`config.mk`:
```
export PLATFORM = sky130hd
export DESIGN_NAME = dmem_arbiter
export DESIGN_NICKNAME = d
export VERILOG_FILES = /design/src/rtl/dmem_arbiter_pkg.sv /design/src/rtl/dmem_arbiter_pick.sv /design/src/rtl/dmem_arbiter.sv
export SDC_FILE = /design/constraint.sdc
export NUM_CORES = 1
export LEC_CHECK = 0
export BUFFER_PORTS_ARGS = -buffer_cell sky130_fd_sc_hd__buf_2
export CORE_MARGIN = 5
export CORE_UTILIZATION = 40
export CTS_CLUSTER_DIAMETER = 30
export DETAILED_ROUTE_END_ITERATION = 12
export GPL_ROUTABILITY_DRIVEN = 0
export PLACE_DENSITY_LB_ADDON = 0.08
export RECOVER_POWER = 50
export SKIP_CTS_REPAIR_TIMING = 1
export SYNTH_ARGS = -nofsm -noshare
export SYNTH_HDL_FRONTEND = slang
export SYNTH_SLANG_ARGS = --single-unit
```
`constraint.sdc`:
```
create_clock -name clk -period 1.95 [get_ports clk]
set_input_delay 0.2925 -clock clk [delete_from_list [all_inputs] [get_ports clk]]
set_output_delay 0.2925 -clock clk [all_outputs]
set_load 0.02 [all_outputs]
```
`src/rtl/dmem_arbiter_pkg.sv`:
```
// Shared sizes and port-ID encoding for the data-memory arbiter.
// Build option: define DMEM_ARB_RR_EN for round-robin grant, otherwise port A has fixed priority.
`ifndef DMEM_ARBITER_DEFS
`define DMEM_ARBITER_DEFS
`define MEM_SPACE 8
`define DSIZE 16
`define PORT_A 1'b0
`define PORT_B 1'b1
`endif

package dmem_arbiter_pkg;

  typedef enum logic {
    PID_A = `PORT_A,
    PID_B = `PORT_B
  } port_id_t;

  // The port that should win a tie after `last` was granted.
  function automatic port_id_t other_port(input port_id_t last);
    return (last == PID_A) ? PID_B : PID_A;
  endfunction

endpackage

```
`src/rtl/dmem_arbiter_pick.sv`:
```
// Grant selection between port A and port B; combinational grant, one grant per cycle.
// DMEM_ARB_RR_EN: round-robin on contention; undefined: port A always wins.
module dmem_arb_pick
  import dmem_arbiter_pkg::*;
(
`ifdef DMEM_ARB_RR_EN
  input  logic clk,
  input  logic rst,
`endif
  input  logic a_valid,
  input  logic b_valid,
  output logic grant_a,
  output logic grant_b
);

`ifdef DMEM_ARB_RR_EN
  // Port preferred on the next contention; moves only when something is granted.
  port_id_t pref;

  always_comb begin
    grant_a = a_valid && (!b_valid || pref == PID_A);
    grant_b = b_valid && !grant_a;
  end

  always_ff @(posedge clk or posedge rst) begin
    if (rst) begin
      pref <= PID_A;
    end else if (grant_a) begin
      pref <= other_port(PID_A);
    end else if (grant_b) begin
      pref <= other_port(PID_B);
    end
  end
`else
  always_comb begin
    grant_a = a_valid;
    grant_b = b_valid && !a_valid;
  end
`endif

endmodule

```
`src/rtl/dmem_arbiter.sv`:
```
// Two-port arbiter onto one registered-read data memory; accept -> issue -> response, 2-edge latency.
// One transfer per cycle, loser waits with ready low; responses have no backpressure. Option: DMEM_ARB_RR_EN.
module dmem_arbiter
  import dmem_arbiter_pkg::*;
#(
  parameter int ADDR_W = `MEM_SPACE,
  parameter int DATA_W = `DSIZE
) (
  input  logic              clk,
  input  logic              rst,
  input  logic              a_req_valid,
  output logic              a_req_ready,
  input  logic              a_req_we,
  input  logic [ADDR_W-1:0] a_req_addr,
  input  logic [DATA_W-1:0] a_req_wdata,
  output logic              a_resp_valid,
  output logic [DATA_W-1:0] a_resp_rdata,
  input  logic              b_req_valid,
  output logic              b_req_ready,
  input  logic              b_req_we,
  input  logic [ADDR_W-1:0] b_req_addr,
  input  logic [DATA_W-1:0] b_req_wdata,
  output logic              b_resp_valid,
  output logic [DATA_W-1:0] b_resp_rdata,
  output logic [ADDR_W-1:0] mem_addr,
  output logic [DATA_W-1:0] mem_data_in,
  output logic              mem_write_en,
  input  logic [DATA_W-1:0] mem_data_out
);

  logic grant_a;
  logic grant_b;

  dmem_arb_pick u_pick (
`ifdef DMEM_ARB_RR_EN
    .clk     (clk),
    .rst     (rst),
`endif
    .a_valid (a_req_valid),
    .b_valid (b_req_valid),
    .grant_a (grant_a),
    .grant_b (grant_b)
  );

  assign a_req_ready = grant_a && !rst;
  assign b_req_ready = grant_b && !rst;

  logic     accept;
  port_id_t acc_port;
  assign accept   = a_req_ready || b_req_ready;
  assign acc_port = b_req_ready ? PID_B : PID_A;

  // Issue stage: mem_addr / mem_data_in are the stage registers themselves,
  // so they naturally hold their last values while idle.
  logic     iss_vld;
  logic     iss_we;
  port_id_t iss_port;

  always_ff @(posedge clk or posedge rst) begin
    if (rst) begin
      iss_vld     <= 1'b0;
      iss_we      <= 1'b0;
      iss_port    <= PID_A;
      mem_addr    <= '0;
      mem_data_in <= '0;
    end else begin
      iss_vld <= accept;
      if (accept) begin
        iss_port    <= acc_port;
        iss_we      <= (acc_port == PID_B) ? b_req_we    : a_req_we;
        mem_addr    <= (acc_port == PID_B) ? b_req_addr  : a_req_addr;
        mem_data_in <= (acc_port == PID_B) ? b_req_wdata : a_req_wdata;
      end
    end
  end

  assign mem_write_en = !(iss_vld && iss_we);

  // Response stage: the memory's registered read data lines up with this stage.
  logic              rsp_vld;
  port_id_t          rsp_port;
  logic [DATA_W-1:0] a_hold;
  logic [DATA_W-1:0] b_hold;

  assign a_resp_valid = rsp_vld && (rsp_port == PID_A);
  assign b_resp_valid = rsp_vld && (rsp_port == PID_B);
  assign a_resp_rdata = a_resp_valid ? mem_data_out : a_hold;
  assign b_resp_rdata = b_resp_valid ? mem_data_out : b_hold;

  always_ff @(posedge clk or posedge rst) begin
    if (rst) begin
      rsp_vld  <= 1'b0;
      rsp_port <= PID_A;
      a_hold   <= '0;
      b_hold   <= '0;
    end else begin
      rsp_vld  <= iss_vld;
      rsp_port <= iss_port;
      if (a_resp_valid) begin
        a_hold <= mem_data_out;
      end
      if (b_resp_valid) begin
        b_hold <= mem_data_out;
      end
    end
  end

endmodule

```
==> results of run 1 <==
-- cells by family after synthesis --
| group | Yosys count | synth area share |
|---|---|---|
| buffers and inverters | 21 | 0.0572 |
| muxes | 32 | 0.151 |
| AOI/OAI and AO/OA | 28 | 0.0755 |
| DFF | 61 | 0.587 |
| and+or+nand+nor | 74 | 0.129 |
-- placed cells by master (no fill, tap or decap), types with 2 or more instances in the layout --
cell type,n
clkinv_2,2
buf_4,3
nor2_1,33
inv_1,4
nor3_1,34
a21oi_1,2
mux2_4,2
mux2_2,15
buf_2,107
clkbuf_8,10
mux2_1,15
buf_12,2
clkbuf_1,26
o32ai_1,8
o22ai_1,17
dfrtp_1,61
nand2b_1,2
-- per-stage QoR --
stage	worst slack, ns	hold slack (ns)
finish	0.105	0.210
global route	0.0174	0.208
CTS	0.0148	-0.0981
detailed placement	0.381	0.267
global placement	0.404	0.260
floorplan	0.189	0.354
-- critical path, delay by kind of cell, from the launching register on --
kind / cells / cell delay, ns
multiplexers: 1 / 0.34
AND/OR/NAND/NOR: 1 / 0.16
flip-flops: 1 / 0.40
buffers and inverters: 2 / 0.32
-- layout make-up --
cell class	count	area, um2
clock inverter	2	10.0
multi-input combinational	134	913
timing repair buffer	137	699
clock buffer	13	149
sequential	61	1530
tap	77	96.3
fill	616	2940
inverter	4	15.0
-- synthesized netlist by cell type --
| library cell | count |
|---|---|
| a21oi_1 | 2 |
| buf_2 | 8 |
| buf_4 | 3 |
| buf_6 | 5 |
| buf_8 | 1 |
| dfrtp_1 | 61 |
| inv_1 | 4 |
| mux2_2 | 23 |
| mux2_4 | 9 |
| nand2_1 | 1 |
| nand2_2 | 1 |
| nand2b_1 | 3 |
| nor2_1 | 33 |
| nor3_1 | 34 |
| nor3b_1 | 1 |
| o21ba_2 | 1 |
| o22ai_1 | 17 |
| o32ai_1 | 8 |
| or2_1 | 1 |
-- sequential cells by signal (all words and copies together) (netlist names) --
register / count
a_hold: 16
b_hold: 16
iss_port: 1
iss_vld: 1
iss_we: 1
mem_addr: 8
mem_data_in: 16
rsp_port: 1
rsp_vld: 1
-- per-layer routing --
layer  vias to the layer above  routed length, um  track usage
met5                         -                  0            0
met2                        90               3050        0.269
li1                       1033                  -            -
met3                         7                613       0.0700
met1                       965               2600        0.192
met4                         0                 64       0.0521
-- path summary, 6_finish.rpt --
| path | endpoint | cells past startpoint | slack, ns | start |
|---|---|---|---|---|
| min reg2reg | rsp_vld | 0 | 0.38 | iss_vld |
| min in group asynchronous | iss_vld | 3 | 0.54 | rst |
| max | a_resp_rdata[13] | 4 | 0.11 | rsp_port |
| max in group asynchronous | a_hold[14] | 4 | 0.34 | rst |
| max reg2reg | a_hold[8] | 3 | 0.76 | rsp_port |
| min | mem_addr[1] | 3 | 0.21 | a_req_addr[1] |
-- power by group through the flow --
stage / combinational (mW) / clock, mW / sequential [mW]
global route: 1.10 / 1.04 / 1.63
CTS: 1.08 / 0.974 / 1.59
detailed placement: 1.08 / 0 / 1.62
finish: 1.01 / 0.927 / 1.60
global placement: 1.06 / 0 / 1.61
floorplan: 0.631 / 0 / 1.68
==> run_results.csv, run 1 <==
group,metric,value,unit
timing,tns,0,ns
grt,grtUsageTotal,0.164,
power,swShare,0.328,
layout,drive_gt1_frac,0.413,
cts,cts_made_buffers,9,
power,p_comb_frac,0.285,
floorplanning,die_h,90.7,um
cts,clock_path_buffers,2,
layout,antenna_cells,0,
layout,area_growth,31.0,%
timing,fin_crit_sh,0.946,
worst_setup_path,crit_required,1.66,ns
routing,vias,2095,
worst_setup_path,cp.arrival,1.55,ns
worst_setup_path,path_cells,"nand2b_4 -> buf_12 -> mux2_1 -> buf_2",
timing,min_period,1.84,ns
floorplanning,std_cell_rows,29,
cts,cts.sinks,61,
yosys,netlist_top_cells_area,"dfrtp_1, mux2_2, nor3_1",
worst_setup_path,crit_path_start_kind,"flip-flop",
cts,clk_pin_slew_worst_paths,0.06,ns
hold_path,min-delay-path-class,"primary input to flip-flop",
power,seq_power_share,0.452,
timing,worst_pin_slew,0.777,ns
worst_setup_path,max_stage_delay,0.40,ns
routing,first_iter_violations,23,
yosys,synth_top_area_frac,0.587,
cts,clk_latency,0.32,ns
power,max-vdd-ir-drop,0.608,mV
yosys,synthDistinctLibCells,19,
worst_setup_path,path_max_fanout,17,
timing,hold_violations,0,
timing,setup_viol,0,
layout,final-instance-count-excl-fill,428,
cts,cts-root-buf,"clkbuf_8",
place,hpwl,4.72,mm
power,p_int,2.37,mW
routing,vias_per_cell,4.89,
worst_setup_path,crit_path_top_delay_cell,"dfrtp_1",
cts,cts_tree,"yes",
routing,routed_wirelength,6.33,mm
power,p_clk_frac,0.263,
grt,grt_pass1_wl,10.9,mm
yosys,synth_cells,216,
yosys,synth_area,2600,um2
floorplanning,core_area,6350,um2
cts,cts_max_level,3,
power,power_density,1030,nW/um2
floorplanning,start_util,0.410,
yosys,syn_nets,286,
grt,grt_max_degree,43,
layout,utilization,0.537,
timing,finalClockSkew,0.00367,ns
timing,rsz0062_at_grt,"false",
layout,postLayoutCellArea,3410,um2
status,status,"completed",
floorplanning,die_area,8220,um2
floorplanning,die_x,90.7,um
place,post_dp_cell_area,3290,um2
yosys,ys_warn_count,0,
yosys,yosysSeqAreaShare,0.587,
routing,drc_errors,0,
yosys,synth_seq_cells,61,
flow_run,drv_cap,0,
power,leakage,1.61,nW
yosys,synth_top_cell_by_area,"dfrtp_1",
routing,wire_per_inst,14.8,um
grt,grt_pass1_vias,2265,
timing,fmax,542,MHz
timing,maxSlewHeadroom,0.482,
place,placed_cells,412,
routing,ant_nets,0,
routing,first_pass_iters,4,
power,p_sw,1.16,mW
yosys,postSynthAreaPerCell,12.0,um2
worst_setup_path,end_kind,"output port",
grt,antenna_found_initial,0,
power,p_total,3.53,mW
place,port-buffer-count,130,
worst_setup_path,critPathKind,"flip-flop to output port",
floorplanning,ios,131,
layout,fin_nets,417,
grt,grt_overflow,0,
timing,slew_viol_final,0,
Power figures use the tool's default switching activity.
==> run 2, diff against run 1 <==
SYNTH_HIERARCHICAL = 1   (was unset)
==> run 2 against run 1 <==
Flip-flop and latch count did not move. Global-route usage shrank 0.11 points. Register-to-register slack better by 0.03 ns. Critical endpoint is now a_resp_rdata[0]. Via count is 0.72% lower. Routed wire length is 1.9% higher. Die area down 2.1%. Combinational power up 13%. Non-clock buffer count grew 7.
==> run_results.csv, run 2 <==
group,metric,value,unit
status,status,"completed",
grt,antenna_found_initial,0,
yosys,netlist_top_cells_area,"dfrtp_1, mux2_2, o32ai_1",
yosys,postSynthAreaPerCell,13.0,um2
yosys,synth_edf_count,0,
worst_setup_path,max_stage_delay,0.37,ns
floorplanning,die_x,89.7,um
yosys,syn_nets,266,
place,post_dp_cell_area,3290,um2
cts,clk_pin_slew_worst_paths,0.06,ns
power,p_int,2.54,mW
worst_setup_path,crit_buf_inv,2,
grt,grtUsageTotal,0.163,
routing,routed_wirelength,6.45,mm
hold_path,min-delay-path-class,"primary input to flip-flop",
timing,slew_viol_final,0,
timing,setup_viol,0,
routing,drc_errors,0,
power,max-vdd-ir-drop,0.507,mV
worst_setup_path,path_max_fanout,17,
yosys,synth_seq_cells,61,
worst_setup_path,crit_required,1.66,ns
worst_setup_path,cp.arrival,1.52,ns
power,p_sw,1.23,mW
worst_setup_path,crit_path_start_kind,"flip-flop",
cts,cts.sinks,61,
layout,mostFrequentLayoutCells,"buf_2, dfrtp_1, mux2_2, nor2_1, o22ai_1",
power,p_clk_frac,0.263,
worst_setup_path,cp_num_cells,4,
timing,fin_crit_sh,0.930,
timing,finalClockSkew,0.00209,ns
layout,reg_top3,"a_hold (16), b_hold (16), mem_data_in (16)",
worst_setup_path,crit_path_top_delay_cell,"dfrtp_1",
grt,grt_max_degree,29,
cts,clk_latency,0.32,ns
yosys,synth_cells,196,
cts,cts_max_level,3,
worst_setup_path,path_cells,"nand2b_1 -> buf_6 -> mux2_1 -> buf_2",
worst_setup_path,rrSetupSlack,0.79,ns
routing,first_pass_iters,4,
routing,first_iter_violations,50,
worst_setup_path,timing.rr.end,"a_hold[0]",
cts,cts_made_buffers,9,
power,seq_power_share,0.435,
timing,worst_pin_slew,0.827,ns
grt,grt_overflow,0,
layout,postLayoutCellArea,3460,um2
floorplanning,start_util,0.405,
floorplanning,die_area,8050,um2
worst_setup_path,end_kind,"output port",
cts,clock_path_buffers,2,
floorplanning,core_area,6280,um2
timing,rsz0062_at_grt,"false",
layout,area_growth,36.0,%
grt,grt_pass1_vias,2220,
yosys,ys_warn_count,6,
timing,tns,0,ns
worst_setup_path,crit_start,"rsp_port",
yosys,synthFlopType,"dfrtp_1",
timing,hold-worst-slack,0.213,ns
worst_setup_path,regToRegStartpoint,"rsp_port",
yosys,yosysSeqAreaShare,0.601,
worst_setup_path,critPathKind,"flip-flop to output port",
cts,cts_tree,"yes",
yosys,synth_area,2540,um2
yosys,synth_top_cell_by_area,"dfrtp_1",
power,power_density,1090,nW/um2
routing,vias_per_cell,5.01,
place,hpwl,4.89,mm
floorplanning,ios,131,
layout,antenna_cells,0,
timing,hold_violations,0,
yosys,synthArstFlopShare,1.00,
flow_run,drv_cap,0,
floorplanning,die_h,89.7,um
place,port-buffer-count,130,
worst_setup_path,rr_worst_depth,3,
yosys,synthDistinctLibCells,19,
grt,grt_pass1_wl,10.7,mm
timing,maxSlewHeadroom,0.449,
layout,drive_gt1_frac,0.497,
power,p_comb_frac,0.302,
power,swShare,0.326,
yosys,synth_top_area_frac,0.601,
yosys,yosysMostFrequentCell,"dfrtp_1",
yosys,synth_common_cells,"dfrtp_1, mux2_2, nor2_1, o22ai_1, o32ai_1",
power,leakage,1.66,nW
routing,ant_nets,0,
timing,fmax,551,MHz
hold_path,holdPathStages,3,
routing,wire_per_inst,15.5,um
cts,cts-root-buf,"clkbuf_8",
layout,fin_nets,404,
worst_setup_path,crit_end,"a_resp_rdata[0]",
worst_setup_path,worst_path_dominant_cell_family,"flip-flops",
routing,vias,2080,
timing,min_period,1.81,ns
layout,final_common_cell,"buf_2",
layout,n_fill_cell,583,
floorplanning,std_cell_rows,29,
## run 2: tightest hold or removal path: cells and delay by family
family / cells / cell delay (ns)
compound gates: 1 / 0.05
buf+inv: 1 / 0.07
simple gates: 1 / 0.08
## run 2: cell type report
class                           count  area [um2]  share of cell area
Clock buffer                       14         173              0.0500
Clock inverter                      1        5.00             0.00145
Inverter                            5        18.8             0.00543
Multi-Input combinational cell    113         896               0.259
Sequential cell                    61        1530               0.442
Tap cell                           77        96.3              0.0279
Timing Repair Buffer              144         741               0.214
## run 2: how the worst min path moves through the flow
stage	endpoint	start	slack, ns
final	mem_data_in[8]	b_req_wdata[8]	0.21
after global routing	mem_data_in[15]	b_req_wdata[15]	0.20
after CTS	mem_data_in[1]	rst	-0.14
after detailed placement	mem_data_in[1]	rst	0.21
after global placement	mem_data_in[1]	rst	0.20
after floorplan	rsp_port	iss_port	0.35
## run 2: stage by stage
stage | power (mW) | utilization | std cells | setup WS [ns]
after CTS | 3.83 | 0.552 | 414 | 0.0610
after floorplan | 2.40 | - | 196 | 0.242
after global placement | 2.81 | 0.524 | 399 | 0.264
after global routing | 3.99 | 0.551 | 415 | 0.0337
final | 3.77 | 0.551 | 415 | 0.137
after detailed placement | 2.83 | 0.524 | 399 | 0.243
## run 2: cell families (layout without fill, tap and decap cells)
group | Yosys count | after routing | share of synthesized area
AO/OA/AOI/OAI | 43 | 43 | 0.135
buffers and inverters | 22 | 164 | 0.0458
flip-flops | 61 | 61 | 0.601
multiplexers | 32 | 32 | 0.142
AND/OR/NAND/NOR | 38 | 38 | 0.0763
## run 2: power groups by stage
stage | clock network (mW) | registers, mW | logic (mW)
5_1_grt | 1.09 | 1.67 | 1.23
6_report | 0.992 | 1.64 | 1.14
3_5_place_dp | 0 | 1.66 | 1.17
3_3_place_gp | 0 | 1.65 | 1.16
4_1_cts | 1.03 | 1.64 | 1.17
2_1_floorplan | 0 | 1.74 | 0.656
## run 2: layer usage
layer / share of wire / track usage / vias to the layer above
met5: 0 / 0 / -
met1: 0.41 / 0.197 / 993
li1: - / - / 1003
met2: 0.50 / 0.263 / 79
met3: 0.081 / 0.0601 / 5
met4: 0.0087 / 0.0605 / 0
==> run 3, diff against run 2 <==
clock period = 1.8 ns   (was 1.95 ns; I/O delays follow)
==> run 3 against run 2 <==
Clock skew up 0.0028 ns. Flip-flop and latch count unchanged. Register-to-register slack worse by 0.26 ns. Critical endpoint is now a_resp_rdata[7]. Highest routed layer unchanged.
==> run_results.csv, run 3 (synthesis gave the netlist of run 2 again) <==
group,metric,value,unit
routing,first_pass_iters,4,
timing,hold_violations,0,
timing,rsz0062_at_grt,"true",
grt,grt_pass1_vias,2320,
worst_setup_path,crit_required,1.53,ns
grt,grt_overflow,0,
floorplanning,die_h,89.7,um
routing,ant_nets,0,
power,p_comb_frac,0.331,
floorplanning,core_area,6280,um2
power,p_clk_frac,0.288,
power,max-vdd-ir-drop,0.668,mV
timing,slew_viol_final,0,
worst_setup_path,cp.arrival,1.51,ns
cts,cts.sinks,61,
layout,utilization,0.607,
routing,vias_per_cell,5.15,
power,swShare,0.304,
timing,worst_pin_slew,1.13,ns
hold_path,min-delay-path-class,"primary input to asynchronous set/reset pin",
place,port-buffer-count,130,
worst_setup_path,critPathKind,"flip-flop to output port",
layout,drive_gt1_frac,0.560,
grt,use_met2,0.277,
routing,vias,2152,
floorplanning,std_cell_rows,29,
power,p_int,3.27,mW
worst_setup_path,path_max_fanout,5,
layout,fin_nets,406,
timing,fmax,561,MHz
grt,grt_max_degree,39,
flow_run,drv_cap,0,
floorplanning,die_x,89.7,um
power,p_sw,1.43,mW
cts,cts_tree,"yes",
grt,met1_usage,0.205,
power,leakage,1.89,nW
cts,clk_pin_slew_worst_paths,0.07,ns
floorplanning,start_util,0.405,
layout,antenna_cells,0,
power,power_density,1240,nW/um2
layout,n_fill_cell,552,
layout,final_common_cell,"buf_2",
routing,routed_wirelength,7.01,mm
cts,cts-root-buf,"clkbuf_8",
timing,fin_crit_sh,0.990,
routing,first_iter_violations,73,
worst_setup_path,crit_path_start_kind,"flip-flop",
cts,clock_path_buffers,2,
grt,grtUsageMet3,0.0576,
cts,cts_made_buffers,9,
timing,min_period,1.78,ns
status,status,"completed",
grt,antenna_found_initial,0,
power,seq_power_share,0.380,
place,hpwl,5.15,mm
timing,hold-worst-slack,0.102,ns
cts,clk_latency,0.32,ns
worst_setup_path,end_kind,"output port",
routing,wire_per_inst,16.8,um
grt,busiest_layer,"met2",
floorplanning,die_area,8050,um2
layout,area_growth,49.8,%
timing,setup_viol,0,
timing,maxSlewHeadroom,0.245,
floorplanning,ios,131,
routing,drc_errors,0,
cts,cts_max_level,3,
layout,mostFrequentLayoutCells,"buf_2, dfrtp_1, mux2_4, nor2_1, o22ai_1",
timing,finalClockSkew,0.00490,ns
layout,reg_top3,"a_hold (16), b_hold (16), mem_data_in (16)",
grt,grt_pass1_wl,11.3,mm
grt,grtUsageTotal,0.169,
## run 3: cell types whose count changed in the layout (fill, tap and decap cells not counted), moves of 2 or more
| cell | before | now |
|---|---|---|
| mux2_4 | 0 | 23 |
| mux2_1 | 12 | 0 |
| mux2_2 | 20 | 9 |
| buf_6 | 1 | 18 |
| buf_8 | 0 | 3 |
| buf_2 | 123 | 99 |
| clkbuf_2 | 2 | 0 |
| buf_4 | 8 | 18 |
| bufinv_16 | 0 | 2 |
| clkbuf_1 | 11 | 7 |
## run 3: worst max-delay path, cell delays in order, from the launching register on
cell and delay [ns]:
dfrtp_1 0.39, nand2b_4 0.18, clkbuf_16 0.17, mux2_4 0.31, buf_6 0.13
## run 3: power by group through the flow
stage / clock, mW / sequential, mW / combinational, mW
after floorplan: 0 / 1.88 / 0.710
after global placement: 0 / 1.79 / 1.26
after detailed placement: 0 / 1.80 / 1.28
after CTS: 1.40 / 1.78 / 1.28
after global routing: 1.47 / 1.83 / 1.66
final: 1.36 / 1.79 / 1.56
## run 3: layer usage
layer | wire (um) | vias to the layer above
li1 | - | 1014
met1 | 2910 | 1037
met2 | 3510 | 93
met3 | 519 | 8
met4 | 67 | 0
met5 | 0 | -
## run 3: layout make-up
| class | count | area (um2) | share of cell area |
|---|---|---|---|
| Clock buffer | 12 | 155 | 0.0407 |
| Clock inverter | 4 | 70.1 | 0.0184 |
| Timing Repair Buffer | 146 | 946 | 0.248 |
| Inverter | 5 | 18.8 | 0.00493 |
| Sequential cell | 61 | 1530 | 0.401 |
| Multi-Input combinational cell | 113 | 995 | 0.261 |
| Tap cell | 77 | 96.3 | 0.0253 |
## run 3: path summary, 6_finish.rpt
path | slack, ns | end | cells past startpoint | startpoint
max in group asynchronous | 0.65 | iss_we | 3 | rst
min | 0.10 | mem_data_in[3] | 3 | rst
min reg2reg | 0.38 | rsp_port | 0 | iss_port
min in group clk | 0.19 | mem_data_in[14] | 3 | b_req_wdata[14]
max | 0.02 | a_resp_rdata[7] | 4 | rsp_port
max reg2reg | 0.53 | a_hold[0] | 4 | rsp_port
## run 3: through the flow
stage          power [mW]  setup TNS, ns  setup slack [ns]  area, um2  std cells
6_report             4.71              0            0.0189       3810        418
3_3_place_gp         3.05              0             0.292       3310        400
2_1_floorplan        2.59              0             0.115       2540        196
3_5_place_dp         3.08              0             0.278       3310        400
4_1_cts              4.46         -0.418           -0.0698       3530        416
5_1_grt              4.96         -0.808           -0.0504       3810        418
